**config.mk**
```make
export PLATFORM = sky130hd
export DESIGN_NAME = cdb_writeback_arbiter_flat
export DESIGN_NICKNAME = d
export VERILOG_FILES = /design/src/rtl/cdb_writeback_arbiter_if.sv /design/src/rtl/cdb_writeback_arbiter.sv /design/src/flat_wrapper.sv
export SDC_FILE = /design/constraint.sdc
export NUM_CORES = 1
export LEC_CHECK = 0
export ABC_CLOCK_PERIOD_IN_PS = 6550
export CAP_MARGIN = 30
export CORE_MARGIN = 8
export CORE_UTILIZATION = 51
export DETAILED_ROUTE_END_ITERATION = 7
export PLACE_DENSITY = 0.69
export RECOVER_POWER = 25
export SYNTH_ARGS = -nofsm -noshare
export SYNTH_HDL_FRONTEND = slang
export SYNTH_SLANG_ARGS = --single-unit
```
**constraint.sdc**
```tcl
create_clock -name clk -period 6.55 [get_ports clk]
set_input_delay 0.655 -clock clk [delete_from_list [all_inputs] [get_ports clk]]
set_output_delay 0.655 -clock clk [all_outputs]
set_load 0.02 [all_outputs]
```
**src/rtl/cdb_writeback_arbiter_if.sv**
```systemverilog
// FU result / CDB broadcast bundle for the writeback arbiter.
// master = FU/RS side, slave = arbiter.
interface cdb_writeback_arbiter_if #(
  parameter int NUM_FU = 4,
  parameter int DATA_W = 32,
  parameter int TAG_W  = 6
);
  localparam int SW = (NUM_FU > 1) ? $clog2(NUM_FU) : 1;

  logic                     flush;
  logic [NUM_FU-1:0]        fu_valid;
  logic [NUM_FU*TAG_W-1:0]  fu_tag;
  logic [NUM_FU*DATA_W-1:0] fu_data;
  logic [NUM_FU-1:0]        fu_space;
  logic                     cdb_valid;
  logic [TAG_W-1:0]         cdb_tag;
  logic [DATA_W-1:0]        cdb_data;
  logic [SW-1:0]            cdb_src;
  logic                     overflow;

  modport master (
    output flush, fu_valid, fu_tag, fu_data,
    input  fu_space, cdb_valid, cdb_tag,
    input  cdb_data, cdb_src, overflow
  );

  modport slave (
    input  flush, fu_valid, fu_tag, fu_data,
    output fu_space, cdb_valid, cdb_tag,
    output cdb_data, cdb_src, overflow
  );
endinterface

```
**src/rtl/cdb_writeback_arbiter.sv**
```systemverilog
// Per-FU result FIFOs, round-robin onto a registered CDB.
// Define CDB_BYPASS_EN to let an empty FIFO forward its input directly.
module cdb_writeback_arbiter #(
  parameter int NUM_FU = 4,
  parameter int DEPTH  = 4,
  parameter int DATA_W = 32,
  parameter int TAG_W  = 6
) (
  input logic clk,
  input logic rst,
  cdb_writeback_arbiter_if.slave bus
);
  localparam int PW = $clog2(DEPTH);
  localparam int CW = $clog2(DEPTH + 1);
  localparam int SW = (NUM_FU > 1) ? $clog2(NUM_FU) : 1;
  localparam logic [CW-1:0] FULL = CW'(DEPTH);
  localparam logic [CW-1:0] HWM  = CW'(DEPTH - 2);
  localparam logic [SW-1:0] LAST = SW'(NUM_FU - 1);

  logic [TAG_W-1:0]  tag_mem  [NUM_FU][DEPTH];
  logic [DATA_W-1:0] data_mem [NUM_FU][DEPTH];
  logic [PW-1:0]     rd_ptr   [NUM_FU];
  logic [PW-1:0]     wr_ptr   [NUM_FU];
  logic [CW-1:0]     cnt      [NUM_FU];
  logic [CW-1:0]     cnt_nxt  [NUM_FU];
  logic [TAG_W-1:0]  cand_tag  [NUM_FU];
  logic [DATA_W-1:0] cand_data [NUM_FU];

  logic [NUM_FU-1:0] empty;
  logic [NUM_FU-1:0] push;
  logic [NUM_FU-1:0] pop;
  logic [NUM_FU-1:0] byp;
  logic [NUM_FU-1:0] byp_req;
  logic [NUM_FU-1:0] req;
  logic [NUM_FU-1:0] wr_en;
  logic [NUM_FU-1:0] space_q;

  logic [SW-1:0]     rr;
  logic [SW-1:0]     rr_nxt;
  logic [SW-1:0]     win;
  logic              grant_any;
  logic              ovf_set;

  logic              cdb_valid_q;
  logic [TAG_W-1:0]  cdb_tag_q;
  logic [DATA_W-1:0] cdb_data_q;
  logic [SW-1:0]     cdb_src_q;
  logic              overflow_q;

  always_comb begin
    for (int i = 0; i < NUM_FU; i++) begin
      empty[i] = (cnt[i] == '0);
      push[i]  = bus.fu_valid[i] && !bus.flush;
    end
  end

`ifdef CDB_BYPASS_EN
  // Empty FIFO presents its live input as the grant candidate.
  always_comb begin
    for (int i = 0; i < NUM_FU; i++) begin
      byp_req[i] = push[i] && empty[i];
      if (empty[i]) begin
        cand_tag[i]  = bus.fu_tag[i*TAG_W +: TAG_W];
        cand_data[i] = bus.fu_data[i*DATA_W +: DATA_W];
      end else begin
        cand_tag[i]  = tag_mem[i][rd_ptr[i]];
        cand_data[i] = data_mem[i][rd_ptr[i]];
      end
    end
  end
`else
  always_comb begin
    for (int i = 0; i < NUM_FU; i++) begin
      byp_req[i]   = 1'b0;
      cand_tag[i]  = tag_mem[i][rd_ptr[i]];
      cand_data[i] = data_mem[i][rd_ptr[i]];
    end
  end
`endif

  assign req = ~empty | byp_req;

  // First requester at or after rr, wrapping.
  always_comb begin
    int j;
    j         = 0;
    grant_any = 1'b0;
    win       = '0;
    for (int k = 0; k < NUM_FU; k++) begin
      j = int'(rr) + k;
      if (j >= NUM_FU) j = j - NUM_FU;
      if (!grant_any && req[j]) begin
        grant_any = 1'b1;
        win       = SW'(j);
      end
    end
  end

  assign rr_nxt = (win == LAST) ? '0 : win + SW'(1);

  always_comb begin
    ovf_set = 1'b0;
    for (int i = 0; i < NUM_FU; i++) begin
      pop[i]   = grant_any && (win == SW'(i)) && !empty[i];
      byp[i]   = grant_any && (win == SW'(i)) && empty[i];
      wr_en[i] = push[i] && !byp[i]
              && ((cnt[i] != FULL) || pop[i]);
      if (push[i] && (cnt[i] == FULL) && !pop[i])
        ovf_set = 1'b1;
      cnt_nxt[i] = cnt[i] + CW'(wr_en[i]) - CW'(pop[i]);
    end
  end

  always_ff @(posedge clk) begin
    for (int i = 0; i < NUM_FU; i++) begin
      if (wr_en[i]) begin
        tag_mem[i][wr_ptr[i]]  <= bus.fu_tag[i*TAG_W +: TAG_W];
        data_mem[i][wr_ptr[i]] <= bus.fu_data[i*DATA_W +: DATA_W];
      end
    end
  end

  always_ff @(posedge clk or negedge rst) begin
    if (!rst) begin
      for (int i = 0; i < NUM_FU; i++) begin
        rd_ptr[i] <= '0;
        wr_ptr[i] <= '0;
        cnt[i]    <= '0;
      end
      rr          <= '0;
      space_q     <= '1;
      cdb_valid_q <= 1'b0;
      cdb_tag_q   <= '0;
      cdb_data_q  <= '0;
      cdb_src_q   <= '0;
      overflow_q  <= 1'b0;
    end else if (bus.flush) begin
      for (int i = 0; i < NUM_FU; i++) begin
        rd_ptr[i] <= '0;
        wr_ptr[i] <= '0;
        cnt[i]    <= '0;
      end
      rr          <= '0;
      space_q     <= '1;
      cdb_valid_q <= 1'b0;
    end else begin
      for (int i = 0; i < NUM_FU; i++) begin
        if (wr_en[i]) wr_ptr[i] <= wr_ptr[i] + PW'(1);
        if (pop[i])   rd_ptr[i] <= rd_ptr[i] + PW'(1);
        cnt[i]     <= cnt_nxt[i];
        // One slot kept free for a result already in the FU.
        space_q[i] <= (cnt_nxt[i] <= HWM);
      end
      cdb_valid_q <= grant_any;
      if (grant_any) begin
        rr         <= rr_nxt;
        cdb_tag_q  <= cand_tag[win];
        cdb_data_q <= cand_data[win];
        cdb_src_q  <= win;
      end
      if (ovf_set) overflow_q <= 1'b1;
    end
  end

  assign bus.fu_space  = space_q;
  assign bus.cdb_valid = cdb_valid_q;
  assign bus.cdb_tag   = cdb_tag_q;
  assign bus.cdb_data  = cdb_data_q;
  assign bus.cdb_src   = cdb_src_q;
  assign bus.overflow  = overflow_q;
endmodule

```
**src/flat_wrapper.sv**
```systemverilog
// flat-port wrapper written by rule: the top's interface ports become plain ports
module cdb_writeback_arbiter_flat 
#(
  parameter int NUM_FU = 4,
  parameter int DEPTH  = 4,
  parameter int DATA_W = 32,
  parameter int TAG_W  = 6
)
  (clk, rst, bus_flush, bus_fu_valid, bus_fu_tag, bus_fu_data, bus_fu_space, bus_cdb_valid, bus_cdb_tag, bus_cdb_data, bus_cdb_src, bus_overflow);
  cdb_writeback_arbiter_if #(.NUM_FU(NUM_FU), .DATA_W(DATA_W), .TAG_W(TAG_W)) bus_i ();
  input logic clk;
  input logic rst;
  input wire logic [$bits(bus_i.flush)-1:0] bus_flush;
  input wire logic [$bits(bus_i.fu_valid)-1:0] bus_fu_valid;
  input wire logic [$bits(bus_i.fu_tag)-1:0] bus_fu_tag;
  input wire logic [$bits(bus_i.fu_data)-1:0] bus_fu_data;
  output wire logic [$bits(bus_i.fu_space)-1:0] bus_fu_space;
  output wire logic [$bits(bus_i.cdb_valid)-1:0] bus_cdb_valid;
  output wire logic [$bits(bus_i.cdb_tag)-1:0] bus_cdb_tag;
  output wire logic [$bits(bus_i.cdb_data)-1:0] bus_cdb_data;
  output wire logic [$bits(bus_i.cdb_src)-1:0] bus_cdb_src;
  output wire logic [$bits(bus_i.overflow)-1:0] bus_overflow;
  assign bus_i.flush = bus_flush;
  assign bus_i.fu_valid = bus_fu_valid;
  assign bus_i.fu_tag = bus_fu_tag;
  assign bus_i.fu_data = bus_fu_data;
  assign bus_fu_space = bus_i.fu_space;
  assign bus_cdb_valid = bus_i.cdb_valid;
  assign bus_cdb_tag = bus_i.cdb_tag;
  assign bus_cdb_data = bus_i.cdb_data;
  assign bus_cdb_src = bus_i.cdb_src;
  assign bus_overflow = bus_i.overflow;
  cdb_writeback_arbiter #(.NUM_FU(NUM_FU), .DEPTH(DEPTH), .DATA_W(DATA_W), .TAG_W(TAG_W)) u_core (.clk(clk), .rst(rst), .bus(bus_i));
endmodule
```
==> results of run 1 <==
## state kept, by name, indices dropped and copies added, names as in the netlist
| register | count |
|---|---|
| u_core.wr_ptr | 8 |
| u_core.rr | 2 |
| u_core.bus.overflow | 1 |
| u_core.bus.cdb_data | 32 |
| u_core.bus.cdb_src | 2 |
| u_core.bus.cdb_valid | 1 |
| u_core.tag_mem | 96 |
| u_core.bus.cdb_tag | 6 |
| u_core.data_mem | 512 |
| u_core.rd_ptr | 8 |
| u_core.cnt | 12 |
| u_core.bus.fu_space | 4 |
## power groups by stage
stage	Combinational [mW]	Sequential [mW]	Clock, mW
2_1_floorplan	2.62	5.66	0
3_3_place_gp	4.01	5.61	0
3_5_place_dp	4.11	5.63	0
4_1_cts	4.12	5.55	3.80
5_1_grt	4.40	5.59	3.96
6_report	4.06	5.54	3.72
## what timing repair did
item / 4_1_cts / 5_1_grt
setup endpoints to repair: 0 / 0
gates resized for setup: 0 / 0
endpoints found under the hold margin: 27 / 0
hold buffers: 1 / 0
## critical path: stages (launching register included)
cell      delay [ps]
dfrtp_1          430
or3_1            450
nor3_1           370
nor3_4            90
inv_1             70
ha_1             240
nor4b_1          100
a311oi_1         510
and2b_1          260
ha_1             160
inv_1             40
fa_1             370
xor2_1           170
xnor2_1          130
nor2_1            60
a21oi_1          150
## worst max path at each step
stage / to / startpoint
2_1_floorplan: u_core.data_mem[0][0] / u_core.cnt[1]
3_3_place_gp: u_core.data_mem[2][75] / u_core.cnt[7]
3_5_place_dp: u_core.bus.fu_space[2] / u_core.cnt[8]
4_1_cts: u_core.bus.fu_space[2] / u_core.cnt[8]
5_1_grt: u_core.bus.fu_space[2] / u_core.cnt[8]
6_report: u_core.bus.fu_space[2] / u_core.cnt[8]
## per-layer routing
| metal | routed length [um] | up-vias | GRT usage |
|---|---|---|---|
| li1 | - | 6096 | - |
| met1 | 25800 | 7204 | 0.283 |
| met2 | 28400 | 432 | 0.308 |
| met3 | 4040 | 104 | 0.0479 |
| met4 | 1600 | 4 | 0.0558 |
| met5 | 27 | - | 0 |
## cells in the mapped netlist, types with 3 or more instances
library cell	n	area, um2
a211oi_1	39	293
a21oi_1	12	60.1
and2_1	12	75.1
buf_2	9	45.0
buf_4	3	22.5
clkbuf_1	67	251
dfrtp_1	72	1800
dfstp_2	4	105
edfxtp_1	608	18300
fa_1	4	80.1
ha_1	22	275
inv_1	25	93.8
mux2i_1	41	410
mux4_2	152	3420
nand2_1	43	161
nand2b_1	5	31.3
nand3_1	5	25.0
nand4_1	4	25.0
nor2_1	66	248
nor2b_1	7	43.8
nor3_1	41	205
nor3_2	5	50.1
nor3b_1	5	37.5
o21ai_0	10	50.1
o21bai_1	39	293
o22ai_1	39	244
or3_1	7	43.8
xnor2_1	8	70.1
xor2_1	6	52.6
## placed cells by master (no fill, tap or decap), types with 5 or more instances in the layout
cell / instances
nor2_1: 66
dlygate4sd3_1: 93
buf_4: 28
xor2_1: 6
o21bai_1: 39
o21ai_0: 10
a21oi_1: 12
clkinv_1: 15
edfxtp_1: 608
a211oi_1: 39
dfrtp_1: 66
clkinv_2: 6
o22ai_1: 38
xnor2_1: 8
inv_1: 25
or3_1: 7
and2_2: 12
nand3_1: 5
nand2_1: 43
mux2i_1: 41
nor2b_1: 7
clkdlybuf4s50_1: 111
ha_1: 22
buf_12: 5
nor3_1: 41
dfrtp_2: 6
clkbuf_1: 17
mux4_2: 152
clkbuf_16: 71
## through the flow
step / setup slack, ps / hold WS (ps) / util
floorplan: 1750 / 359 / -
global placement: 2810 / 473 / 0.568
detailed placement: 2880 / 478 / 0.572
CTS: 2850 / 491 / 0.612
global route: 2530 / 534 / 0.612
finish: 2860 / 488 / 0.613
## layout make-up
cell class	instances	area share
inverters	26	0.00303
well taps	688	0.0267
clock buffers	91	0.0585
diodes	1	0.0000777
flip-flops and latches	684	0.627
repair buffers	240	0.0756
clock inverters	29	0.00742
multi-input cells	601	0.202
## logic make-up (layout without fill, tap and decap cells)
logic type               after synthesis  in the layout  share of synthesized area
XOR/XNOR                              14             14                    0.00453
buffers and inverters                109            386                     0.0166
AND/OR/NAND/NOR                      205            205                     0.0366
AO/OA/AOI/OAI                        161            161                     0.0412
adder cells (fa/ha/maj)               26             26                     0.0131
multiplexers                         195            195                      0.143
flip-flops                           684            684                      0.745
other                                  0              1                          0
==> results.yml, run 1 <==
status:
  status: "finished clean"
critical_path:
  ff2ff_setup_slack_ps: 2860
  cp_data_arrival_time_ps: 4200
  critPathKind: "reg2reg"
  cp-end-kind: "register"
  worstRegToRegCells: 15
  path_max_fanout: 6
  cp-start-kind: "register"
  reg2reg_to: "u_core.bus.fu_space[2]"
  r2r-start: "u_core.cnt[8]"
  critPathRequiredTime_ps: 7070
die:
  fp-row-count: 84
  core-area_mm2: 0.0526
  die_area_mm2: 0.0607
  die_y_um: 246
  start_util: 0.515
  die_w_um: 246
  ios: 205
logic_synthesis:
  synth_ff_type: "edfxtp_1"
  ys_async_sr_fraction: 0.111
  synth.avg_cell_area_um2: 19.4
  syn_area_mm2: 0.0271
  syn_inst: 1394
  syn_nets: 1579
  yosys_warnings: 0
  synth.distinct_cells: 55
  synth_edf_count: 608
  synth_seq_cells: 684
  seq_area_frac_synth: 0.745
clocking:
  clk_pin_slew_ps: 60
  cts_tree: "yes"
  root_buffer: "clkbuf_16"
  post-cts-setup-buffers: 0
  clock_sinks: 684
  clock_latency_ps: 600
  cts_inserted_buffers: 70
  htreeDepth: 3
  cts_buffer_depth: 3
placed_design:
  placed_cells: 2238
  gp_congestion: 0.817
  placed_cell_area_mm2: 0.0301
  dp_hpwl_um: 39900
  port_buffers: 204
sta:
  skew_ps: 30.3
  fin_crit_ps: 3690
  min_period_over_period: 0.563
  worst_slew_pin_slew_ps: 842
  finalSetupViolations: 0
  setup_tns_ps: 0
  hold_violations: 0
  drv_slew: 0
  rsz0062_at_grt: "false"
  relSlewSlack: 0.439
  max_freq_mhz: 271
finish:
  stdcell_count: 2360
  syn_to_final_growth_pct: 19.0
  nFillCells: 3762
  seqCellArea_mm2: 0.0202
  nets: 1808
  multi_input_area_mm2: 0.00650
  fin_area_mm2: 0.0322
  drive_gt1_frac: 0.189
routing:
  drtIter0Drc: 1101
  drt-pass1-iter-count: 5
  avgViaCountPerCell: 5.86
  finalWirelength_um: 59900
  vias: 13800
  drc_errors: 0
  wl_per_cell_um: 25.4
  ant_nets: 0
worst_hold_path:
  holdCritPathClass: "reg2reg"
  holdPathEnd: "u_core.bus.cdb_src[0]"
  min_path_cells: 2
  worst_hold_startpoint: "u_core.bus.cdb_src[0]"
power:
  p_clk_frac: 0.279
  intPower_mw: 9.14
  p_sw_frac: 0.314
  leakage_nw: 10.5
  power.switching_mw: 4.18
  finalPower_mw: 13.3
  pwr-share-comb: 0.305
  seqPwrFrac: 0.416
  powerDensity_mw_per_mm2: 414
  ir_drop_uv: 296
grt:
  grt_pass1_vias: 14300
  grt_pass1_wl_um: 90400
  antenna_found_initial: 13
  grt_max_degree: 78
  grt.overflow.total: 0
  grt_util_all_layers: 0.199
run:
  drv_cap: 0
Note: power is estimated with default switching activity, not from simulation.
==> inputs of run 2 (changes only) <==
--- a/config.mk
+++ b/config.mk
@@ -5,7 +5,7 @@
 export SDC_FILE = /design/constraint.sdc
 export NUM_CORES = 1
 export LEC_CHECK = 0
-export ABC_CLOCK_PERIOD_IN_PS = 6550
+export ABC_CLOCK_PERIOD_IN_PS = 3780
 export CAP_MARGIN = 30
 export CORE_MARGIN = 8
 export CORE_UTILIZATION = 51
==> constraint.sdc (replaced) <==
create_clock -name clk -period 3.78 [get_ports clk]
set_input_delay 0.378 -clock clk [delete_from_list [all_inputs] [get_ports clk]]
set_output_delay 0.378 -clock clk [all_outputs]
set_load 0.02 [all_outputs]
==> run 2 against run 1 <==
Effect of this change: sequential share of layout area shrank 0.58 points; clock skew shrank 4.3 ps; sequential power grew 75%; critical endpoint unchanged; core utilization grew 0.58 points; highest routed layer unchanged; combinational power grew 75%; flip-flop and latch count is the same; register-to-register slack lost 2600 ps.
==> results.yml, run 2 (synthesis results as in run 1) <==
critical_path:
  worstPathCellList: "or3_1 > nor3_1 > nor3_4 > inv_1 > ha_1 > nor4b_2 > a311oi_1 > and2b_1 > ha_1 > inv_1 > fa_1 > xor2_1 > xnor2_1 > nor2_1 > a21oi_1"
  cp-start-kind: "register"
  slowest_stage: "or3_1"
  cp-end-kind: "register"
  worst-path-buf-inv: 2
  cp_data_arrival_time_ps: 4010
  cpPeakStageDelay_ps: 470
  cpLargestDelayFamily: "simple AND/OR/NAND/NOR gates"
  path_max_fanout: 6
  critPathRequiredTime_ps: 4290
  critPathKind: "reg2reg"
routing:
  ant_nets: 0
  drt-pass1-iter-count: 5
  avgViaCountPerCell: 5.81
  wl_per_cell_um: 24.8
  vias: 13900
  drc_errors: 0
  finalWirelength_um: 59100
  drtIter0Drc: 1168
finish:
  syn_to_final_growth_pct: 20.1
  layout_common_cells: "edfxtp_1 (608), mux4_2 (152), clkdlybuf4s50_1 (117), dlygate4sd3_1 (87), clkbuf_16 (75)"
  stdcell_count: 2387
  nets: 1824
  largest_register_ffs: 512
  drive_gt1_frac: 0.198
  layout_commonest_cell: "edfxtp_1"
  fin_area_mm2: 0.0325
  utilization: 0.618
sta:
  worst_slew_pin_slew_ps: 1270
  fin_ws_ps: 285
  rsz0062_at_grt: "false"
  finalSetupViolations: 0
  relSlewSlack: 0.156
  max_freq_mhz: 286
  min_period_over_period: 0.925
  fin_crit_ps: 3500
  hold_violations: 0
  skew_ps: 25.9
  drv_slew: 0
  setup_tns_ps: 0
placed_design:
  placed_cells: 2253
  dp_hpwl_um: 39500
  placed_cell_area_mm2: 0.0303
  port_buffers: 204
  pre_cts_slack_ps: 235
  gp_congestion: 0.834
clocking:
  cts_inserted_buffers: 71
  clock_sinks: 684
  cts_buffer_depth: 3
  htreeDepth: 3
  clock_latency_ps: 600
  root_buffer: "clkbuf_16"
  cts_tree: "yes"
  clk_pin_slew_ps: 60
grt:
  grt_pass1_wl_um: 88300
  grt_busiest_layer: "met2"
  use_met3: 0.0419
  grt_util_all_layers: 0.195
  grt.overflow.total: 0
  grt_pass1_vias: 14200
  grt_max_degree: 57
  grt_use_met2: 0.303
  antenna_found_initial: 14
  grtUsageMet1: 0.277
power:
  powerDensity_mw_per_mm2: 718
  ir_drop_uv: 681
  leakage_nw: 10.7
die:
  fp-row-count: 84
  start_util: 0.515
  core-area_mm2: 0.0526
  die_w_um: 246
  ios: 205
  die_y_um: 246
  die_area_mm2: 0.0607
worst_hold_path:
  holdCritPathClass: "in2reg"
run:
  drv_cap: 0
status:
  status: "finished clean"
[run 2: power breakdown]
part / leakage (nW) / internal (mW) / switching, mW / total, mW
logic: 3.17 / 3.12 / 3.96 / 7.09
clock network: 1.07 / 3.87 / 2.72 / 6.59
registers: 6.42 / 9.07 / 0.595 / 9.67
total: 10.7 / 16.1 / 7.27 / 23.3
[run 2: layer usage]
metal	wire [um]	share of wire	up-vias
met4	1420	0.024	10
met2	28300	0.48	406
li1	-	-	6149
met3	3780	0.064	101
met5	58	0.00098	-
met1	25600	0.43	7199
[run 2: worst paths after layout]
check | cells past startpoint | slack [ps] | startpoint | to
min in group asynchronous | 2 | 590 | rst | u_core.bus.cdb_valid
hold reg to reg | 2 | 480 | u_core.bus.cdb_src[1] | u_core.bus.cdb_src[1]
max in group asynchronous | 3 | 2270 | rst | u_core.bus.fu_space[0]
hold / removal | 1 | 450 | bus_fu_data[123] | u_core.data_mem[3][91]
setup / recovery | 15 | 280 | u_core.cnt[8] | u_core.bus.fu_space[2]
setup reg to reg | 15 | 280 | u_core.cnt[8] | u_core.bus.fu_space[2]
[run 2: area by class of cell]
class                           instances  area, um2
Multi-Input combinational cell        601       6510
Clock inverter                         27        210
Sequential cell                       684      20200
Inverter                               26       97.6
Timing Repair Buffer                  255       2640
Antenna cell                            3       7.51
Fill cell                            3765      20100
Clock buffer                          103       1990
Tap cell                              688        861
[run 2: stage by stage]
stage,hold slack (ps),power (mW)
final,453,23.3
after floorplan,82.4,14.4
after detailed placement,289,17.0
after CTS,201,23.6
after global placement,466,16.8
after global routing,472,24.4
[run 2: what timing repair did]
action / CTS / global route
setup buffers: 0 / 0
hold buffers: 1 / 0
hold endpoints to repair: 20 / 0
setup endpoints to repair: 0 / 2
gates resized for setup: 0 / 2
==> inputs of run 3 (changes only) <==
--- a/config.mk
+++ b/config.mk
@@ -9,6 +9,7 @@
 export CAP_MARGIN = 30
 export CORE_MARGIN = 8
 export CORE_UTILIZATION = 51
+export CTS_BUF_LIST = sky130_fd_sc_hd__clkbuf_4 sky130_fd_sc_hd__clkbuf_8 sky130_fd_sc_hd__clkbuf_16
 export DETAILED_ROUTE_END_ITERATION = 7
 export PLACE_DENSITY = 0.69
 export RECOVER_POWER = 25
==> run 3 against run 2 <==
Effect of this change: fmax decreased by 0.23%; sequential power about the same; final cell count about the same; critical path depth decreased by 1; combinational power about the same; highest routed layer unchanged.
==> results.yml, run 3 (synthesis results as in run 1) <==
finish:
  utilization: 0.620
  layout_common_cells: "edfxtp_1 (608), mux4_2 (152), clkdlybuf4s50_1 (116), dlygate4sd3_1 (88), clkbuf_16 (75)"
  largest_register_ffs: 512
  stdcell_count: 2386
  syn_to_final_growth_pct: 20.5
  layout_commonest_cell: "edfxtp_1"
  drive_gt1_frac: 0.213
  nets: 1824
critical_path:
  cp-start-kind: "register"
  cp-end-kind: "register"
  worst-path-buf-inv: 2
  critPathRequiredTime_ps: 4290
  cp_data_arrival_time_ps: 4010
  worstPathCellList: "or3_1 > a22o_1 > nor3_4 > inv_1 > ha_1 > a311oi_1 > and2b_1 > ha_1 > inv_1 > fa_1 > xor2_1 > xnor2_1 > nor2_1 > a21oi_1"
  cpLargestDelayFamily: "simple AND/OR/NAND/NOR gates"
  cpPeakStageDelay_ps: 490
  critPathKind: "reg2reg"
  path_max_fanout: 6
  slowest_stage: "or3_1"
sta:
  fin_crit_ps: 3500
  hold_violations: 0
  relSlewSlack: 0.156
  drv_slew: 0
  skew_ps: 26.3
  finalSetupViolations: 0
  max_freq_mhz: 285
  fin_ws_ps: 277
  rsz0062_at_grt: "false"
  worst_slew_pin_slew_ps: 1270
  min_period_over_period: 0.927
clocking:
  post-cts-setup-buffers: 0
  htreeDepth: 3
  cts_inserted_buffers: 71
  clock_latency_ps: 600
  cts_buffer_depth: 3
  cts_tree: "yes"
  root_buffer: "clkbuf_16"
  clock_sinks: 684
  clk_pin_slew_ps: 60
routing:
  wl_per_cell_um: 24.9
  drt-pass1-iter-count: 5
  vias: 13900
  drc_errors: 0
  finalWirelength_um: 59300
  drtIter0Drc: 1057
  avgViaCountPerCell: 5.82
  ant_nets: 0
placed_design:
  placed_cells: 2253
  gp_congestion: 0.834
  port_buffers: 204
  dp_hpwl_um: 39500
  pre_cts_slack_ps: 235
power:
  p_sw_frac: 0.309
  p_clk_frac: 0.288
  pwr-share-comb: 0.301
  intPower_mw: 16.3
  leakage_nw: 10.8
  finalPower_mw: 23.5
  seqPwrFrac: 0.411
  ir_drop_uv: 690
  power.switching_mw: 7.27
  powerDensity_mw_per_mm2: 722
grt:
  grt.overflow.total: 0
  antenna_found_initial: 14
  grt_pass1_vias: 14300
  grt_util_all_layers: 0.195
  grt_max_degree: 57
  grt_pass1_wl_um: 88500
die:
  fp-row-count: 84
  start_util: 0.515
  die_y_um: 246
  ios: 205
  die_area_mm2: 0.0607
  core-area_mm2: 0.0526
  die_w_um: 246
run:
  drv_cap: 0
worst_hold_path:
  holdCritPathClass: "in2reg"
status:
  status: "finished clean"
run 3: worst reg2reg max path, stage by stage (launching register included):
cell and delay (ps):
dfrtp_1 470, or3_1 490, a22o_1 280, nor3_4 200, inv_1 60, ha_1 270, a311oi_1 320, and2b_1 240
ha_1 160, inv_1 50, fa_1 390, xor2_1 170, xnor2_1 140, nor2_1 70, a21oi_1 120
run 3: worst paths after layout:
kind | cells past startpoint | slack [ps] | end | from
worst min-delay path | 1 | 450 | u_core.data_mem[3][123] | bus_fu_data[123]
worst max register to register | 14 | 280 | u_core.bus.fu_space[2] | u_core.cnt[4]
worst max-delay path | 14 | 280 | u_core.bus.fu_space[2] | u_core.cnt[4]
max in group asynchronous | 3 | 2260 | u_core.bus.fu_space[0] | rst
worst min register to register | 2 | 480 | u_core.bus.cdb_src[1] | u_core.bus.cdb_src[1]
min in group asynchronous | 2 | 590 | u_core.bus.cdb_valid | rst
run 3: area by class of cell:
cell class / count / area, um2
antenna: 2 / 5.00
clock buffer: 103 / 2090
clock inverter: 27 / 210
fill: 3750 / 20000
inverter: 26 / 97.6
multi-input combinational: 601 / 6510
sequential: 684 / 20200
tap: 688 / 861
timing repair buffer: 255 / 2640
run 3: power by group through the flow:
stage               Clock [mW]  Sequential (mW)  Combinational, mW
floorplan                    0             9.81               4.55
global placement             0             9.79               7.02
detailed placement           0             9.83               7.15
CTS                       6.94             9.68               7.18
global route              7.20             9.75               7.67
finish                    6.78             9.67               7.09
run 3: repair_timing:
item | CTS | global route
hold endpoints to repair | 20 | 0
setup endpoints to repair | 0 | 2
hold buffers | 1 | 0
gates resized for setup | 0 | 2
run 3: metrics by stage:
| step | TNS [ps] | hold slack, ps | area, um2 |
|---|---|---|---|
| 2_1_floorplan | -155490 | 82.4 | 27100 |
| 3_3_place_gp | 0 | 466 | 30200 |
| 3_5_place_dp | 0 | 289 | 30300 |
| 4_1_cts | 0 | 201 | 32600 |
| 5_1_grt | 0 | 472 | 32600 |
| 6_report | 0 | 454 | 32600 |
run 3: per-layer routing:
metal / global-route usage / vias up / part of all wire
met5: 0 / - / 0.00098
met4: 0.0632 / 10 / 0.024
met3: 0.0400 / 100 / 0.063
met2: 0.304 / 422 / 0.48
met1: 0.278 / 7204 / 0.43
li1: - / 6146 / -
